File: config.mk
export PLATFORM = sky130hd
export DESIGN_NAME = mem_stage
export DESIGN_NICKNAME = d
export VERILOG_FILES = /design/src/rtl/mem_stage_pkg.sv /design/src/rtl/mem_stage_load_align.sv /design/src/rtl/mem_stage.sv
export SDC_FILE = /design/constraint.sdc
export NUM_CORES = 1
export LEC_CHECK = 0
export BUFFER_PORTS_ARGS = -buffer_cell sky130_fd_sc_hd__buf_4
export CORE_ASPECT_RATIO = 1.75
export CORE_MARGIN = 4
export CORE_UTILIZATION = 50
export DETAILED_ROUTE_END_ITERATION = 7
export GPL_ROUTABILITY_DRIVEN = 0
export HOLD_SLACK_MARGIN = 0.12
export PLACE_DENSITY_LB_ADDON = 0.05
export SYNTH_ARGS = -nofsm -noshare
export SYNTH_HDL_FRONTEND = slang
export SYNTH_SLANG_ARGS = --single-unit
File: constraint.sdc
create_clock -name clk -period 4.1 [get_ports clk]
set_input_delay 0.41 -clock clk [delete_from_list [all_inputs] [get_ports clk]]
set_output_delay 0.41 -clock clk [all_outputs]
set_load 0.005 [all_outputs]
File: src/rtl/mem_stage_pkg.sv
// -----------------------------------------------------------------------------
// mem_stage_pkg
//   Shared definitions for the MEM stage of the LoongArch pipeline:
//   bus widths, the field layout of the EX->MS and MS->WS buses (as packed
//   structs, MSB first), mem_op bit indices and exception codes.
// -----------------------------------------------------------------------------
package mem_stage_pkg;

    localparam int ES2MS_W  = 164;
    localparam int MS2WS_W  = 118;
    localparam int RF_ZIP_W = 39;
    localparam int MEM_OP_W = 5;

    // Bit positions inside mem_op = {ld_b, ld_h, ld_w, ld_bu, ld_hu}
    localparam int LD_B_BIT  = 4;
    localparam int LD_H_BIT  = 3;
    localparam int LD_W_BIT  = 2;
    localparam int LD_BU_BIT = 1;
    localparam int LD_HU_BIT = 0;

    // Exception codes carried towards the CSR unit in WB
    typedef enum logic [5:0] {
        ECODE_INT  = 6'h00,
        ECODE_ADEF = 6'h08,
        ECODE_ALE  = 6'h09,
        ECODE_SYS  = 6'h0b,
        ECODE_BRK  = 6'h0c,
        ECODE_INE  = 6'h0d
    } ecode_e;

    // EX -> MS payload; declaration order fixes the field offsets
    typedef struct packed {
        logic [31:0]         pc;          // [163:132]
        logic [MEM_OP_W-1:0] mem_op;      // [131:127]
        logic                res_from_mem;// [126]
        logic                mem_req;     // [125]
        logic                csr_re;      // [124]
        logic                rf_we;       // [123]
        logic [4:0]          rf_waddr;    // [122:118]
        logic [31:0]         alu_result;  // [117:86]
        logic [13:0]         csr_num;     // [85:72]
        logic [31:0]         csr_wmask;   // [71:40]
        logic [31:0]         csr_wvalue;  // [39:8]
        logic                csr_we;      // [7]
        logic                ex_int;      // [6]
        logic                ex_brk;      // [5]
        logic                ex_ine;      // [4]
        logic                ex_adef;     // [3]
        logic                ex_sys;      // [2]
        logic                ertn;        // [1]
        logic                ex_ale;      // [0]
    } es2ms_t;

    // MS -> WS payload
    typedef struct packed {
        logic [31:0] pc;
        logic [13:0] csr_num;
        logic [31:0] csr_wmask;
        logic [31:0] csr_wvalue;
        logic        csr_we;
        logic        ex_int;
        logic        ex_brk;
        logic        ex_ine;
        logic        ex_adef;
        logic        ex_sys;
        logic        ertn;
        logic        ex_ale;
    } ms2ws_t;

    // Any real exception (ertn is not an exception and does not kill rf_we)
    function automatic logic has_ex(input es2ms_t f);
        return f.ex_int | f.ex_brk | f.ex_ine | f.ex_adef | f.ex_sys | f.ex_ale;
    endfunction

endpackage

File: src/rtl/mem_stage_load_align.sv
// -----------------------------------------------------------------------------
// mem_load_align
//   Purely combinational load-data extraction: picks the addressed byte or
//   halfword out of the 32-bit SRAM word and sign/zero extends it.
//   Ports:
//     mem_op  in  5   one-hot {ld_b, ld_h, ld_w, ld_bu, ld_hu}
//     addr    in  2   low address bits of the access
//     rdata   in  32  raw word from the data SRAM (or response buffer)
//     result  out 32  extended load value (raw word for ld_w / no load)
// -----------------------------------------------------------------------------
module mem_load_align
    import mem_stage_pkg::*;
(
    input  logic [MEM_OP_W-1:0] mem_op,
    input  logic [1:0]          addr,
    input  logic [31:0]         rdata,
    output logic [31:0]         result
);

    logic [7:0]  byte_sel;
    logic [15:0] half_sel;

    always_comb begin
        case (addr)
            2'b00:   byte_sel = rdata[7:0];
            2'b01:   byte_sel = rdata[15:8];
            2'b10:   byte_sel = rdata[23:16];
            default: byte_sel = rdata[31:24];
        endcase
    end

    // Halfwords are naturally aligned, so only addr[1] selects
    assign half_sel = addr[1] ? rdata[31:16] : rdata[15:0];

    always_comb begin
        // NOTE: default assignment first so every path drives result and no latch is inferred.
        result = rdata;
        if (mem_op[LD_B_BIT])
            result = {{24{byte_sel[7]}}, byte_sel};
        else if (mem_op[LD_BU_BIT])
            result = {24'b0, byte_sel};
        else if (mem_op[LD_H_BIT])
            result = {{16{half_sel[15]}}, half_sel};
        else if (mem_op[LD_HU_BIT])
            result = {16'b0, half_sel};
        else if (mem_op[LD_W_BIT])
            result = rdata;
    end

endmodule

File: src/rtl/mem_stage.sv
// -----------------------------------------------------------------------------
// mem_stage
//   Memory-access stage between EX and WB. Holds one instruction, waits for
//   the data-SRAM response of a load/store issued in EX, extracts load data,
//   forwards the register-write triple to ID and passes CSR/exception info to
//   WB. A response still in flight when WB flushes is discarded via `cancel`.
//   Ports:
//     clk, resetn          clock, synchronous active-low reset
//     es2ms_valid/_bus     instruction from EX
//     ms_allowin           MS can accept from EX this cycle
//     data_sram_data_ok    response strobe for the oldest outstanding request
//     data_sram_rdata      response data
//     ws_allowin           WB can accept
//     ms2ws_valid/_bus     instruction to WB
//     ms_rf_zip            {csr_re, rf_we, rf_waddr, rf_wdata} for ID bypass
//     ms_ld_pending        valid load still waiting for data
//     ms_ex                MS holds an exception or ertn (block stores in EX)
//     wb_ex, ertn_flush    pipeline flush requests from WB
// -----------------------------------------------------------------------------
module mem_stage
    import mem_stage_pkg::*;
(
    input  logic                clk,
    input  logic                resetn,

    input  logic                es2ms_valid,
    output logic                ms_allowin,
    input  logic [ES2MS_W-1:0]  es2ms_bus,

    input  logic                data_sram_data_ok,
    input  logic [31:0]         data_sram_rdata,

    input  logic                ws_allowin,
    output logic                ms2ws_valid,
    output logic [MS2WS_W-1:0]  ms2ws_bus,

    output logic [RF_ZIP_W-1:0] ms_rf_zip,
    output logic                ms_ld_pending,
    output logic                ms_ex,

    input  logic                wb_ex,
    input  logic                ertn_flush
);

    es2ms_t      es_in;
    es2ms_t      ms_r;
    ms2ws_t      ws_out;

    logic        ms_valid;
    logic        cancel;
    logic        buf_valid;
    logic [31:0] rdata_buf;

    logic        flush;
    logic        data_ok_hit;
    logic        ms_ready_go;
    logic        ms_leave;
    logic        any_ex;
    logic [31:0] load_raw;
    logic [31:0] load_data;
    logic [31:0] rf_wdata;

    assign es_in = es2ms_bus;
    assign flush = wb_ex | ertn_flush;

    // A response arriving while cancel is set belongs to a flushed
    // instruction and must not complete the current one.
    assign data_ok_hit = data_sram_data_ok & ~cancel;

    assign ms_ready_go = ~ms_r.mem_req | buf_valid | data_ok_hit;
    assign ms_allowin  = ~ms_valid | (ms_ready_go & ws_allowin);
    assign ms2ws_valid = ms_valid & ms_ready_go & ~flush;
    assign ms_leave    = ms_valid & ms_ready_go & ws_allowin;

    // ---------------------------------------------------------------- valid
    always_ff @(posedge clk) begin
        // NOTE: sequential state uses non-blocking assignments so every flop samples pre-edge values.
        if (!resetn)
            ms_valid <= 1'b0;
        else if (flush)
            ms_valid <= 1'b0;
        else if (ms_allowin)
            ms_valid <= es2ms_valid;
    end

    // -------------------------------------------------------------- payload
    always_ff @(posedge clk) begin
        // NOTE: the payload is a plain register (not a RAM), so it is reset to keep all outputs at 0 out of reset.
        if (!resetn)
            ms_r <= '0;
        else if (es2ms_valid && ms_allowin)
            ms_r <= es_in;
    end

    // ------------------------------------------------------ response buffer
    // Holds a response that arrived while WB was stalled, so the instruction
    // can leave later without a second data_ok.
    always_ff @(posedge clk) begin
        if (!resetn) begin
            buf_valid <= 1'b0;
            rdata_buf <= '0;
        end else if (flush || ms_leave) begin
            buf_valid <= 1'b0;
        end else if (ms_valid && ms_r.mem_req && data_ok_hit && !buf_valid) begin
            // Not leaving while ready implies ws_allowin is low here
            buf_valid <= 1'b1;
            rdata_buf <= data_sram_rdata;
        end
    end

    // ---------------------------------------------------------- cancel flag
    // Set when a flush kills an instruction whose request is still
    // outstanding; the next data_ok is then swallowed and clears it. A
    // response landing in the flush cycle itself needs no cancel.
    always_ff @(posedge clk) begin
        if (!resetn)
            cancel <= 1'b0;
        else if (flush && ms_valid && ms_r.mem_req && !buf_valid && !data_ok_hit)
            cancel <= 1'b1;
        else if (data_sram_data_ok)
            cancel <= 1'b0;
    end

    // ------------------------------------------------------------ load data
    assign load_raw = buf_valid ? rdata_buf : data_sram_rdata;

    mem_load_align u_align (
        .mem_op (ms_r.mem_op),
        .addr   (ms_r.alu_result[1:0]),
        .rdata  (load_raw),
        .result (load_data)
    );

    assign rf_wdata = ms_r.res_from_mem ? load_data : ms_r.alu_result;
    assign any_ex   = has_ex(ms_r);

    // -------------------------------------------------------------- outputs
    assign ms_rf_zip = {ms_r.csr_re & ms_valid,
                        ms_r.rf_we  & ms_valid & ~any_ex,
                        ms_r.rf_waddr,
                        rf_wdata};

    assign ms_ld_pending = ms_valid & ms_r.res_from_mem & ~ms_ready_go;
    assign ms_ex         = ms_valid & (any_ex | ms_r.ertn);

    always_comb begin
        ws_out            = '0;
        ws_out.pc         = ms_r.pc;
        ws_out.csr_num    = ms_r.csr_num;
        ws_out.csr_wmask  = ms_r.csr_wmask;
        ws_out.csr_wvalue = ms_r.csr_wvalue;
        ws_out.csr_we     = ms_r.csr_we;
        ws_out.ex_int     = ms_r.ex_int;
        ws_out.ex_brk     = ms_r.ex_brk;
        ws_out.ex_ine     = ms_r.ex_ine;
        ws_out.ex_adef    = ms_r.ex_adef;
        ws_out.ex_sys     = ms_r.ex_sys;
        ws_out.ertn       = ms_r.ertn;
        ws_out.ex_ale     = ms_r.ex_ale;
    end

    assign ms2ws_bus = ws_out;

endmodule

==> key figures <==
Global route
  • Grt total ovfl: 0
  • Initial antenna violation count: 1
  • Pin count of the biggest net entering global routing: 199
  • Vias in the first global route: 7130
  • Tot GR Track Use: 0.231
  • First-pass GRT wire length: 39100 µm

Final layout
  • Cell area after layout: ~12000 µm²
  • Area Growth Syn to Fin: 26.3%
  • Layout Nets: 1408
  • Layout cells sized above 1: 0.345
  • Filler Cells Inserted: 1694
  • Layout Utilization: 0.640

Clock tree
  • Buffer count from post-CTS setup fixing: 0
  • H-tree Lvls: 4
  • CTS Hold Bufs: 0
  • CTS buffer count: 17
  • Root Buffer: clkbuf_16
  • Post-cts resize count: 0
  • Clock latency on the worst-skew pair: 0.44 ns
  • Clock buffer depth: 2
  • Clk pin slew, worst setup/hold paths: ~0.07 ns
  • CTS tree: done
  • Total clock sinks: 198

Synthesis
  • Mean Syn Cell Area: 9.70 µm²
  • Post-Syn Nets: around 1200
  • Synth Warn #: 0
  • Mapped Cells: around 1000
  • Main area contributors after synthesis: dfxtp_1 41%, mux2i_1 19%, nor2b_1 11%
  • Share of the yosys chip area belonging to registers: 0.407
  • Yosys top cell by area: dfxtp_1
  • Post-synthesis instance area: 9740 µm²
  • Post-synth top area share: 0.407
  • Synthesized flop and latch total: 198
  • Cell variety after synth: 43

STA
  • Final setup violation count: 0
  • Fmax: 0.294 GHz
  • Setup Total Neg Slack: 0 ns
  • Worst Tran Pin Value: 0.800 ns
  • Final critical-path share of the clock period: 0.831
  • Max_slew headroom: 0.465
  • Clock skew: 0.00859 ns
  • RSZ-0062 raised after global routing: false
  • Fin. Hold Viols: 0
  • Tmin final: 3.41 ns
  • Fin. max-slew vios: 0

Routing
  • Top Layer Used: met4
  • Met1 Wirelength: ~10000 µm
  • DR WL met2: 13800 µm
  • Final wirelength: 26300 µm
  • WL met3: 1910 µm
  • Post-DR wirelength/cell: 18.0 µm
  • DR pass1 iterations: 4
  • Detail Route Antenna Nets: 0
  • DRT iter0 DRCs: 403
  • Via density: approximately 5
  • Drc violations: 0
  • Vias: 7278

Critical path
  • CP Capture Type: primary output
  • Worst Path Required: 3.69 ns
  • R2R cell count: 6
  • Worst Path Max Fanout: 26
  • Crit path DAT: about 3 ns
  • Worst Setup Start Kind: flop
  • Critical path class: reg2out

Status
  • Status: finished clean

Power
  • Leak Pwr: between 0.005 and 0.006 µW
  • Worst vdd ir: 364 µV
  • Pwr dens: 381 nW/µm²

Placement
  • Cell Area, Placed: 11600 µm²
  • Port Buffer Count: 362
  • DP HPWL: 19100 µm

Floorplan
  • Core area: 19200 µm²
  • Row Count: 67
  • Num ports: 364
  • Initial core utilization: 0.507
  • Die H: 193 µm
  • Die Wd: between 100 and 150 µm
  • Die area: 21900 µm²

Hold path
  • WHS Path Cells: 3
  • Worst Hold Class: in2reg

Flow run
  • Max_cap viols: 0
cell usage after synthesis:
library cell and count:
a21boi_0 32, o22ai_1 1, mux2i_1 187, o21a_1 2, and4_1 1, a31oi_1 6
or3_1 1, a32o_1 1, mux4_2 6, a221oi_1 3, o22a_1 23, dfxtp_1 198
buf_6 2, nand3_1 2, nor4b_1 1, and3_1 2, a22o_1 2, inv_1 3
a41o_4 1, nand4_1 1, a2bb2oi_1 1, buf_4 131, nor2b_1 175, or2_2 1
buf_2 18, o21ai_4 1, nor2_1 37, a21boi_1 1, nor4_1 1, a22oi_1 1
o211ai_1 2, maj3_1 1, o2bb2ai_1 1, nand2b_1 2, a211oi_1 10, o21ai_0 7
a21oi_1 6, mux2_2 6, o21ai_1 1, nand2_1 83, o211a_1 1, clkbuf_1 40
and2_1 2
area by class of cell:
class,instances,area (µm²),share of cell area
Tap cell,241,302,0.0245
Antenna cell,1,2.50,0.000204
Multi-Input combinational cell,612,4530,0.368
Sequential cell,198,3970,0.323
Clock buffer,22,484,0.0394
Inverter,3,11.3,0.000916
Clock inverter,9,165,0.0134
Timing Repair Buffer,373,2840,0.231
path summary, 6_finish.rpt:
check                             from                        end  slack (ns)
max reg2reg     buf_valid$_SDFFE_PP0P_      ms_r[91]$_SDFFE_PN0P_        1.63
min reg2reg  rdata_buf[8]$_SDFFE_PN0P_  rdata_buf[8]$_SDFFE_PN0P_        0.46
min                        es2ms_valid      ms_valid$_SDFFE_PP0P_        0.20
max             buf_valid$_SDFFE_PP0P_              ms_rf_zip[31]        0.69
per-stage QoR:
stage	instances	hold slack (ns)	setup slack [ns]	total power, µW
2_1_floorplan	1004	0.437	1.91	2580
3_5_place_dp	1427	0.457	1.13	2890
3_3_place_gp	1427	0.446	1.14	2880
5_1_grt	1459	0.185	0.552	4890
4_1_cts	1458	0.174	0.648	4730
6_report	1459	0.199	0.693	4680
cells in the final DEF, fill, tap and decap left out, types with 3 or more instances in the layout:
master and instances:
a31oi_1 6, clkbuf_8 4, nand2_1 83, mux4_2 6
clkbuf_16 17, a21boi_0 32, buf_12 3, nor2_1 37
o21ai_0 7, buf_4 370, inv_1 3, a21oi_1 6
mux2_2 6, bufinv_16 4, o22a_1 23, mux2i_1 187
nor2b_1 175, a221oi_1 3, dfxtp_1 197, a211oi_1 10
worst max-delay path, cell delays in order, from the launching register on:
cell and delay, ns:
dfxtp_2 0.77, mux2i_1 0.27, mux4_2 0.56, o21ai_4 0.34, a41o_4 0.30, o22a_1 0.21
buf_4 0.11
registers in the layout, summed over array words and instances, names as in the netlist:
name / flops
buf_valid: 1
ms_valid: 1
ms_r: 40
rdata_buf: 32
cancel: 1
ms_rf_zip: 5
ms2ws_bus: 118
kinds of logic after synthesis:
family,Yosys count,synth area share
AO/OA/AOI/OAI,103,0.0816
adder cells (fa/ha/maj),1,0.00103
buffers and inverters,194,0.129
flip-flops,198,0.407
multiplexers,199,0.213
AND/OR/NAND/NOR,309,0.168
routing by layer:
layer / global-route usage / vias to the layer above
met5: 0 / -
met4: 0.0833 / 0
met3: 0.0684 / 31
met2: 0.407 / 265
met1: 0.262 / 3329
li1: - / 3653
where the power goes:
group,internal [µW],switching [µW],total (µW)
sequential,2020,59.5,2080
clock,1090,746,1840
combinational,446,316,762
Note: power is estimated with default switching activity, not from simulation.
